[src/rtl/hazard_control_unit_pkg.sv]
// Shared definitions for the hazard control unit.
//   REG_LABEL_W : architectural register label width
//   hz_state_e  : stall FSM encoding, HZ_RUN=0 / HZ_MEM_WAIT=1 / HZ_TIMEOUT=2
//                 (the numeric values are visible on hz_state_o)
package hazard_control_unit_pkg;

    localparam int REG_LABEL_W = 5;

    typedef enum logic [1:0] {
        HZ_RUN      = 2'd0,
        HZ_MEM_WAIT = 2'd1,
        HZ_TIMEOUT  = 2'd2
    } hz_state_e;

endpackage

[src/rtl/hazard_perf_counters.sv]
// Saturating performance counters for the hazard control unit.
// Present only when HAZARD_PERF_CNT_EN is defined.
//   clk_i, rst_ni       : clock, synchronous active-low reset (clears counters)
//   lu_bubble_i         : one load-use bubble inserted this cycle
//   frozen_i            : pipeline frozen on data memory this cycle
//   flush_i             : branch flush issued this cycle
//   lu_bubble_cnt_o     : load-use bubble count
//   mem_wait_cnt_o      : frozen cycle count
//   flush_cnt_o         : branch flush count
`ifdef HAZARD_PERF_CNT_EN
module hazard_perf_counters #(
    parameter int CNT_W = 32
) (
    input  logic             clk_i,
    input  logic             rst_ni,
    input  logic             lu_bubble_i,
    input  logic             frozen_i,
    input  logic             flush_i,
    output logic [CNT_W-1:0] lu_bubble_cnt_o,
    output logic [CNT_W-1:0] mem_wait_cnt_o,
    output logic [CNT_W-1:0] flush_cnt_o
);

    logic [CNT_W-1:0] lu_cnt_q, lu_cnt_d;
    logic [CNT_W-1:0] mw_cnt_q, mw_cnt_d;
    logic [CNT_W-1:0] fl_cnt_q, fl_cnt_d;

    // Counters stick at all-ones instead of wrapping.
    always_comb begin
        lu_cnt_d = lu_cnt_q;
        mw_cnt_d = mw_cnt_q;
        fl_cnt_d = fl_cnt_q;
        if (lu_bubble_i && (lu_cnt_q != '1)) lu_cnt_d = lu_cnt_q + 1'b1;
        if (frozen_i    && (mw_cnt_q != '1)) mw_cnt_d = mw_cnt_q + 1'b1;
        if (flush_i     && (fl_cnt_q != '1)) fl_cnt_d = fl_cnt_q + 1'b1;
    end

    always_ff @(posedge clk_i) begin
        if (!rst_ni) begin
            lu_cnt_q <= '0;
            mw_cnt_q <= '0;
            fl_cnt_q <= '0;
        end else begin
            lu_cnt_q <= lu_cnt_d;
            mw_cnt_q <= mw_cnt_d;
            fl_cnt_q <= fl_cnt_d;
        end
    end

    assign lu_bubble_cnt_o = lu_cnt_q;
    assign mem_wait_cnt_o  = mw_cnt_q;
    assign flush_cnt_o     = fl_cnt_q;

endmodule
`endif

[src/rtl/hazard_control_unit.sv]
// Hazard control unit: detects hazards the EX-stage bypass cannot resolve and
// drives pipeline register enables and flushes.
//   - load-use bubble (ID reads rd of a load sitting in EX)
//   - taken-branch flush of IF/ID and ID/EX
//   - multi-cycle data-memory freeze with a wait watchdog (sticky TIMEOUT)
// Optional feature: define HAZARD_PERF_CNT_EN to add saturating perf counters
// (lu_bubble_cnt_o, mem_wait_cnt_o, flush_cnt_o, width CNT_W).
// Ports:
//   clk_i, rst_ni                         clock, synchronous active-low reset
//   rs1/rs2_label_if_id_i, rs1/rs2_used_id_i  ID source operands
//   rd_label_id_ex_i, reg_wb_en_id_ex_i, is_load_instr_ex_i, branch_taken_ex_i  EX info
//   dmem_req_mem_i, dmem_ready_i          MEM-stage data memory handshake
//   *_write_en_o, *_flush_o               pipeline controls (Mealy)
//   mem_timeout_o                         sticky watchdog error
//   hz_state_o                            FSM state
module hazard_control_unit
    import hazard_control_unit_pkg::*;
#(
    parameter int MEM_TIMEOUT = 16
`ifdef HAZARD_PERF_CNT_EN
    ,
    parameter int CNT_W = 32
`endif
) (
    input  logic                   clk_i,
    input  logic                   rst_ni,
    input  logic [REG_LABEL_W-1:0] rs1_label_if_id_i,
    input  logic [REG_LABEL_W-1:0] rs2_label_if_id_i,
    input  logic                   rs1_used_id_i,
    input  logic                   rs2_used_id_i,
    input  logic [REG_LABEL_W-1:0] rd_label_id_ex_i,
    input  logic                   reg_wb_en_id_ex_i,
    input  logic                   is_load_instr_ex_i,
    input  logic                   branch_taken_ex_i,
    input  logic                   dmem_req_mem_i,
    input  logic                   dmem_ready_i,
    output logic                   pc_write_en_o,
    output logic                   if_id_write_en_o,
    output logic                   id_ex_write_en_o,
    output logic                   ex_mem_write_en_o,
    output logic                   if_id_flush_o,
    output logic                   id_ex_flush_o,
    output logic                   mem_wb_flush_o,
    output logic                   mem_timeout_o,
    output logic [1:0]             hz_state_o
`ifdef HAZARD_PERF_CNT_EN
    ,
    output logic [CNT_W-1:0]       lu_bubble_cnt_o,
    output logic [CNT_W-1:0]       mem_wait_cnt_o,
    output logic [CNT_W-1:0]       flush_cnt_o
`endif
);

    localparam int WCNT_W = $clog2(MEM_TIMEOUT) + 1;
    localparam logic [WCNT_W-1:0] WCNT_LAST = WCNT_W'(MEM_TIMEOUT - 1);

    hz_state_e         state_q, state_d;
    logic [WCNT_W-1:0] wait_cnt_q, wait_cnt_d;
    logic              timeout_q, timeout_d;

    logic mem_stall, freeze, load_use, do_branch, do_bubble;

    always_comb begin
        mem_stall = dmem_req_mem_i & ~dmem_ready_i;
        freeze    = (state_q == HZ_TIMEOUT) | mem_stall;
        load_use  = is_load_instr_ex_i & reg_wb_en_id_ex_i & (rd_label_id_ex_i != '0) &
                    ((rs1_used_id_i & (rs1_label_if_id_i == rd_label_id_ex_i)) |
                     (rs2_used_id_i & (rs2_label_if_id_i == rd_label_id_ex_i)));
        // Branch squashes ID, so a load-use match on that instruction is moot.
        do_branch = ~freeze & branch_taken_ex_i;
        do_bubble = ~freeze & ~branch_taken_ex_i & load_use;
    end

    // Pipeline controls
    always_comb begin
        pc_write_en_o     = 1'b1;
        if_id_write_en_o  = 1'b1;
        id_ex_write_en_o  = 1'b1;
        ex_mem_write_en_o = 1'b1;
        if_id_flush_o     = 1'b0;
        id_ex_flush_o     = 1'b0;
        mem_wb_flush_o    = 1'b0;
        if (!rst_ni) begin
            // hold everything and keep the pipe clean while in reset
            pc_write_en_o     = 1'b0;
            if_id_write_en_o  = 1'b0;
            id_ex_write_en_o  = 1'b0;
            ex_mem_write_en_o = 1'b0;
            if_id_flush_o     = 1'b1;
            id_ex_flush_o     = 1'b1;
            mem_wb_flush_o    = 1'b1;
        end else if (freeze) begin
            // everything upstream of MEM holds; MEM/WB gets a bubble
            pc_write_en_o     = 1'b0;
            if_id_write_en_o  = 1'b0;
            id_ex_write_en_o  = 1'b0;
            ex_mem_write_en_o = 1'b0;
            mem_wb_flush_o    = 1'b1;
        end else if (do_branch) begin
            if_id_flush_o     = 1'b1;
            id_ex_flush_o     = 1'b1;
        end else if (do_bubble) begin
            pc_write_en_o     = 1'b0;
            if_id_write_en_o  = 1'b0;
            id_ex_flush_o     = 1'b1;
        end
    end

    // Stall FSM. wait_cnt counts frozen cycles including the RUN cycle that
    // detected the miss, so TIMEOUT is entered after MEM_TIMEOUT frozen cycles.
    always_comb begin
        state_d    = state_q;
        wait_cnt_d = wait_cnt_q;
        timeout_d  = timeout_q;
        unique case (state_q)
            HZ_RUN: begin
                if (mem_stall) begin
                    state_d    = HZ_MEM_WAIT;
                    wait_cnt_d = WCNT_W'(1);
                end
            end
            HZ_MEM_WAIT: begin
                if (!mem_stall) begin
                    state_d    = HZ_RUN;
                    wait_cnt_d = '0;
                end else if (wait_cnt_q == WCNT_LAST) begin
                    state_d    = HZ_TIMEOUT;
                    timeout_d  = 1'b1;
                end else begin
                    wait_cnt_d = wait_cnt_q + 1'b1;
                end
            end
            HZ_TIMEOUT: begin
                // absorbing until reset; counter held (saturated)
            end
            default: begin
                state_d    = HZ_RUN;
                wait_cnt_d = '0;
            end
        endcase
    end

    always_ff @(posedge clk_i) begin
        if (!rst_ni) begin
            state_q    <= HZ_RUN;
            wait_cnt_q <= '0;
            timeout_q  <= 1'b0;
        end else begin
            state_q    <= state_d;
            wait_cnt_q <= wait_cnt_d;
            timeout_q  <= timeout_d;
        end
    end

    assign mem_timeout_o = timeout_q;
    assign hz_state_o    = state_q;

`ifdef HAZARD_PERF_CNT_EN
    hazard_perf_counters #(.CNT_W(CNT_W)) u_perf (
        .clk_i          (clk_i),
        .rst_ni         (rst_ni),
        .lu_bubble_i    (do_bubble),
        .frozen_i       (freeze),
        .flush_i        (do_branch),
        .lu_bubble_cnt_o(lu_bubble_cnt_o),
        .mem_wait_cnt_o (mem_wait_cnt_o),
        .flush_cnt_o    (flush_cnt_o)
    );
`endif

endmodule

[config.mk]
export PLATFORM = sky130hd
export DESIGN_NAME = hazard_control_unit
export DESIGN_NICKNAME = d
export VERILOG_FILES = /design/src/rtl/hazard_control_unit_pkg.sv /design/src/rtl/hazard_perf_counters.sv /design/src/rtl/hazard_control_unit.sv
export SDC_FILE = /design/constraint.sdc
export NUM_CORES = 1
export LEC_CHECK = 0
export CAP_MARGIN = 30
export CORE_UTILIZATION = 40
export DETAILED_ROUTE_END_ITERATION = 10
export GPL_TIMING_DRIVEN = 0
export PLACE_DENSITY = 0.83
export SLEW_MARGIN = 5
export SYNTH_ARGS = -nofsm -noshare
export SYNTH_HDL_FRONTEND = slang
export SYNTH_SLANG_ARGS = --single-unit
[constraint.sdc]
create_clock -name clk_i -period 4.95 [get_ports clk_i]
set_clock_uncertainty 0.1 [all_clocks]
set_input_delay 0.7425 -clock clk_i [delete_from_list [all_inputs] [get_ports clk_i]]
set_output_delay 0.7425 -clock clk_i [all_outputs]
set_load 0.01 [all_outputs]
Yosys cells after proc, flatten, opt, wreduce, memory -nomap -nowiden
Index checks and enable logic that the tools add are counted.
{"block": "totals", "reg_bits": 8, "in_bits": 24, "out_inout_bits": 10, "elab_cells": 55}
{"block": "op_classes", "n_addsub": 1, "eq_ne": 8, "mux": 23, "bitwise_logic": 15, "n_reduce_logical": 5}
{"cell": "$mux W1", "n": 15}
{"cell": "$mux W5", "n": 3}
{"cell": "$pmux W5 S3", "n": 1}
{"cell": "$eq A5 B5 Y1", "n": 2}
{"cell": "$and A1 B1 Y1", "n": 9}
{"cell": "$reduce_and A3 Y1", "n": 3}
{"cell": "$mux W2", "n": 3}
{"cell": "$ne A3 B3 Y1 const B", "n": 2}
{"cell": "$pmux W2 S3", "n": 1}
{"cell": "$add A5 B1 Y5 const B", "n": 1}
{"cell": "$eq A5 B4 Y1 const B", "n": 1}
{"cell": "$reduce_bool A5 Y1", "n": 1}
{"cell": "$not A1 Y1", "n": 4}
{"cell": "$eq A2 B1 Y1 const B", "n": 1}
{"cell": "$eq A2 B2 Y1 const B", "n": 1}
{"cell": "$logic_not A2 Y1", "n": 1}
{"cell": "$ne A2 B2 Y1 const B", "n": 1}
{"cell": "$or A1 B1 Y1", "n": 2}

Longest topological paths before layout
Gate-level depths: netlist of run 1.
{"block": "logic_depth", "ltp_word": 10, "ltp_mapped": 7}

Worst setup path before layout of run 1
Ideal clock, no wire load.
{"block": "synth_timing", "kind": "input port to output port", "start": "input port rd_label_id_ex_i[3]", "end": "output port pc_write_en_o", "arrival_time_ns": 1.779, "t_required_ns": 4.108, "slack_ns": 2.328, "cell_stages": 5, "path_cell_list": "xor2_1 nor4_1 a32oi_1 o311a_1 buf_4"}
{"block": "synth_via", "elab_chain_cells": 9}
{"item": "start: declaration", "line_no": "hazard_control_unit.sv:31", "rtl": "input logic [REG_LABEL_W-1:0] rd_label_id_ex_i,"}
{"item": "$eq A5 B5 Y1, on equally long branches", "line_no": "hazard_control_unit.sv:67, hazard_control_unit.sv:68"}
{"item": "$and A1 B1 Y1, on equally long branches", "line_no": "hazard_control_unit.sv:67, hazard_control_unit.sv:68"}
{"item": "$or A1 B1 Y1", "line_no": "hazard_control_unit.sv:67", "rtl": "((rs1_used_id_i & (rs1_label_if_id_i == rd_label_id_ex_i)) |"}
{"item": "$and A1 B1 Y1 *", "line_no": "hazard_control_unit.sv:66", "rtl": "load_use = is_load_instr_ex_i & reg_wb_en_id_ex_i & (rd_label_id_ex_i != '0) &"}
{"item": "$and A1 B1 Y1 *", "line_no": "hazard_control_unit.sv:71", "rtl": "do_bubble = ~freeze & ~branch_taken_ex_i & load_use;"}
{"item": "$mux W1 * (4 in a row)"}
{"item": "end: declaration", "line_no": "hazard_control_unit.sv:37", "rtl": "output logic pc_write_en_o,"}
Every way passes the cells marked *; elsewhere a longest branch is shown, timed or not.

Final worst setup path of run 1
{"block": "layout_timing", "start": "input port rd_label_id_ex_i[3]", "end": "output port pc_write_en_o"}
{"block": "layout_via", "elab_chain_cells": 9}
{"item": "$eq A5 B5 Y1, on equally long branches", "line_no": "hazard_control_unit.sv:67, hazard_control_unit.sv:68"}
{"item": "$and A1 B1 Y1, on equally long branches", "line_no": "hazard_control_unit.sv:67, hazard_control_unit.sv:68"}
{"item": "$or A1 B1 Y1", "line_no": "hazard_control_unit.sv:67"}
{"item": "$and A1 B1 Y1 *", "line_no": "hazard_control_unit.sv:66"}
{"item": "$and A1 B1 Y1 *", "line_no": "hazard_control_unit.sv:71"}
{"item": "$mux W1 *", "line_no": "hazard_control_unit.sv:102", "rtl": "end else if (do_bubble) begin"}
{"item": "$mux W1 *", "line_no": "hazard_control_unit.sv:99", "rtl": "end else if (do_branch) begin"}
{"item": "$mux W1 *", "line_no": "hazard_control_unit.sv:92", "rtl": "end else if (freeze) begin"}
{"item": "$mux W1 *", "line_no": "hazard_control_unit.sv:83", "rtl": "if (!rst_ni) begin"}
Marked as above.

==> qor.csv, run 1 <==
metric,value,unit
power_density,172,mW/mm2
routed_via_density,5.08,
grt_start_max_net_pins,11,
num_rows,13,
grt_overflow,0,
cts.sinks,8,
ys.flop_type,dfxtp_1,
yosys.area.top_type_share,26.2,%
grt_use_total,18.0,%
endpoint_kind,output port,
rsz0062_at_grt,no,
ir_drop,0.114,mV
ioPinCount,34,
status,completed,
syn_area,612,um2
final_hold_viol_count,0,
drive_gt1_share,8.33,%
reg2regPathDepth,6,
finalSetupViolations,0,
syn_to_final_growth,60.7,%
num-fill-cells,105,
start_util,44.8,%
ys_seq_area_share,26.2,%
grt_pass1_vias,508,
fin_crit,3.61,ns
rrSetupSlack,3.03,ns
worstSetupPathType,in2out,
clk_latency,0.25,ns
synth_nets,98,
dr.pass1.iters,2,
yosysWarningCount,0,
multiInputGateArea,418,um2
synth.distinct_cells,33,
async_reset_ff_share,0,%
drt_iter0_markers,7,
core_area,0.00137,mm2
cp_max_fo,3,
cap_viol_max_count,0,
antenna_found_initial,0,
layout.nets,136,
p_leak,0.368,nW
clk_pin_slew,0.06,ns
slew_headroom,76.5,%
ys_top_cells_by_count,"dfxtp_1 (8), xor2_1 (8), nand2_1 (5), o21ai_0 (5)",
grt_pass1_wl,2000,um
synth_seq_cells,8,
cts-root-buf,clkbuf_4,
io_buffers,33,
slew_violations,0,
die_area,0.00169,mm2
tns,0,ns
whs_path_depth,1,
gp_congestion,0.611,
antenna_cells,0,
route.detailed.drc,0,
cts_tree,built,
cts_resized,0,
post-cts-setup-buffer-count,0,
dp_hpwl,1120,um
antenna_left,0,
finalCritPeriodShare,73.0,%
critPathRequiredTime,4.11,ns
worst_slew_pin_slew,0.351,ns
synth_top_area_cell,dfxtp_1,
synth_area_leaders,"dfxtp_1 (26%), xor2_1 (11%), xnor2_1 (4.3%)",
wl_per_cell,10.9,um
cts.path.max_buffers,2,
place_worst_setup_slack,1.33,ns
worst_slack,1.34,ns
fmax,0.277,GHz
register_area,160,um2
min_path_type,reg2reg,
cts_buffers,3,
holdBufCountCts,0,
avgSynthCellArea,8.50,um2
worstSetupStartpointType,input port,
htree_levels,1,
syn_inst,72,
die_w,41.1,um
synth_edf_count,0,
worstPathArrival,2.77,ns
die_y,41.1,um
routed_wirelength,1340,um
num_vias,625,
state kept, by name (all words and copies together), names as in the netlist:
register       flops
wait_cnt_q         5
hz_state_o         2
mem_timeout_o      1
placed cells by master (no fill, tap or decap), types with 2 or more instances in the layout:
master,n
and2_1,2
o21ai_0,5
xor2_1,8
xnor2_1,3
nor4_1,2
clkdlybuf4s50_1,33
nor2_1,4
ha_1,2
or3_1,2
nand4b_1,2
inv_1,4
nand2_1,5
a21boi_0,2
buf_4,2
clkbuf_4,3
nor2b_1,2
dfxtp_1,8
and3_1,2
worst max-delay path, stage by stage:
cell and delay (ns):
clkdlybuf4s50_1 0.47, xor2_1 0.19, nor4_1 0.29, a32oi_1 0.16, o311a_1 0.33, buf_4 0.13
clkdlybuf4s50_1 0.46
where the power goes:
part	total (W)	switching, W	internal [W]	leakage, nW
combinational	0.0000516	0.0000180	0.0000336	0.290
sequential	0.0000673	0.00000177	0.0000656	0.0648
clock	0.0000501	0.0000224	0.0000278	0.0138
cell type report:
type | instances | area share (%)
inverter | 4 | 1.53
sequential | 8 | 16.3
timing repair buffer | 33 | 33.6
buffer | 3 | 1.91
multi-input combinational | 57 | 42.5
clock buffer | 3 | 2.29
tap | 15 | 1.91
kinds of logic (layout without fill, tap and decap cells):
group	count (synthesis)	count (layout)	share of synthesized area, %
xor+xnor	11	11	15.7
mux	1	1	1.84
buf+inv	7	43	5.52
compound gates	15	15	17.2
flops	8	8	26.2
simple gates	28	28	29.4
fa+ha+maj	2	2	4.09
stage by stage:
step / hold slack (ns) / power, W / utilization, % / cells / instance area [um2]
floorplan: 0.357 / 0.0000884 / - / 72 / 612
global placement: 0.351 / 0.000120 / 70.3 / 120 / 961
detailed placement: 0.363 / 0.000121 / 70.3 / 120 / 961
CTS: 0.376 / 0.000172 / 72.0 / 123 / 983
global route: 0.385 / 0.000177 / 72.0 / 123 / 983
finish: 0.372 / 0.000169 / 72.0 / 123 / 983
routing by layer:
metal	part of all wire (%)	track usage (%)	vias up
li1	-	-	332
met1	45	21.2	263
met2	46	30.9	28
met3	8.4	2.72	2
met4	0.52	9.68	0
met5	0	0	-
final timing paths:
kind	startpoint	end
hold reg to reg	mem_timeout_o	mem_timeout_o
setup reg to reg	wait_cnt_q[0]	wait_cnt_q[3]
hold / removal	mem_timeout_o	mem_timeout_o
setup / recovery	rd_label_id_ex_i[3]	pc_write_en_o
No activity file was read; power rests on OpenSTA's default activity.
==> run 2, diff against run 1 <==
CORE_UTILIZATION = 37   (was 40)
PLACE_DENSITY = 0.77   (was 0.83)
clock period = 3.7 ns   (was 4.95 ns; I/O delays follow)
==> run 2 against run 1 <==
Power grew 37%. Final cell count grew 0.81%. Non-clock buffer count is the same. Core utilization shrank 7.4 points. Critical endpoint unchanged. Critical path depth is the same. Worst hold slack lost 0.0047 ns. Global-route usage shrank 0.17 points. Sequential power grew 34%. Largest cell class unchanged. Wire length grew 10%. Cell area grew 0.13%. Register-to-register slack lost 1.3 ns. First-iteration DRC count shrank 43%.
==> qor.csv, run 2 (synthesis gave the netlist of run 1 again) <==
metric,value,unit
worst_slew_pin_slew,0.361,ns
gp_congestion,0.800,
syn_to_final_growth,60.9,%
drt_iter0_markers,4,
antenna_cells,0,
final_hold_viol_count,0,
finalSetupViolations,0,
worstPathArrival,2.56,ns
fmax,0.311,GHz
ir_drop,0.117,mV
finalCritPeriodShare,87.0,%
tns,0,ns
status,completed,
slew_violations,0,
ioPinCount,34,
largest_reg_flops,5,
route.detailed.drc,0,
routed_via_density,5.31,
cts_tree,built,
grt_pass1_wl,2400,um
io_buffers,33,
min_path_type,reg2reg,
place_worst_setup_slack,0.460,ns
grt_pass1_vias,579,
holdBufCountCts,0,
layout_common_cells,"clkdlybuf4s50_1 (33), xor2_1 (8), dfxtp_1 (8)",
slew_headroom,76.0,%
dr.pass1.iters,4,
cts-root-buf,clkbuf_4,
clk_pin_slew,0.06,ns
cts_resized,0,
power_density,235,mW/mm2
worstSetupStartpointType,input port,
largest-register,wait_cnt_q,
post-cts-setup-buffer-count,0,
drive_gt1_share,8.33,%
critPathRequiredTime,3.04,ns
cp_max_fo,3,
die_w,42.7,um
cts_buffers,3,
cts.path.max_buffers,2,
layout.nets,136,
grt_overflow,0,
final_util,64.6,%
htree_levels,1,
fin_crit,3.22,ns
core_area,0.00152,mm2
worstSetupPathType,in2out,
worst_slack,0.481,ns
num_vias,658,
num_rows,14,
endpoint_kind,output port,
cts.sinks,8,
die_y,42.7,um
mostFrequentLayoutCell,clkdlybuf4s50_1,
cap_viol_max_count,0,
clk_latency,0.27,ns
antenna_left,0,
start_util,40.1,%
routed_wirelength,1480,um
die_area,0.00182,mm2
num-fill-cells,129,
rsz0062_at_grt,no,
grt_start_max_net_pins,11,
p_leak,0.368,nW
grt_use_total,17.9,%
antenna_found_initial,0,
dp_hpwl,1190,um
wl_per_cell,11.9,um
hold_slack,0.367,ns
-- run 2: cell counts in the layout (fill, tap and decap cells not counted) --
Identical to the previous run, type by type.
-- run 2: per-stage QoR --
stage,total power (W),std cells,area [um2]
6_report,0.000232,124,985
5_1_grt,0.000243,124,985
4_1_cts,0.000232,124,985
3_5_place_dp,0.000161,121,962
3_3_place_gp,0.000160,121,962
2_1_floorplan,0.000118,72,612
-- run 2: final cells by class --
| class | count | area (um2) | area share (%) |
|---|---|---|---|
| multi-input cells | 57 | 418 | 42.4 |
| flip-flops and latches | 8 | 160 | 16.3 |
| repair buffers | 33 | 330 | 33.5 |
| well taps | 16 | 20.0 | 2.03 |
| plain buffers | 3 | 18.8 | 1.91 |
| clock buffers | 3 | 22.5 | 2.29 |
| inverters | 4 | 15.0 | 1.52 |
-- run 2: report_power, final --
part	leakage, nW	internal (W)	total (W)	switching (W)
clock network	0.0138	0.0000375	0.0000724	0.0000349
logic	0.290	0.0000451	0.0000694	0.0000243
registers	0.0648	0.0000877	0.0000900	0.00000231
-- run 2: final timing paths --
check                      start             to  slack, ns  cells past startpoint
max          rd_label_id_ex_i[0]  pc_write_en_o       0.48                      7
min reg2reg        mem_timeout_o  mem_timeout_o       0.37                      1
min                mem_timeout_o  mem_timeout_o       0.37                      1
max reg2reg        wait_cnt_q[0]  wait_cnt_q[3]       1.73                      6
-- run 2: critical path, stage by stage --
cell,delay [ns]
clkdlybuf4s50_1,0.48
xor2_1,0.19
nor4_1,0.31
a32oi_1,0.11
o311a_1,0.32
buf_4,0.13
clkdlybuf4s50_1,0.46
-- run 2: per-layer routing --
layer	vias to the layer above	track usage [%]	routed length (um)
met1	289	18.3	574
met4	0	9.38	33
li1	330	-	-
met5	-	0	0
met2	34	32.7	732
met3	5	4.26	137
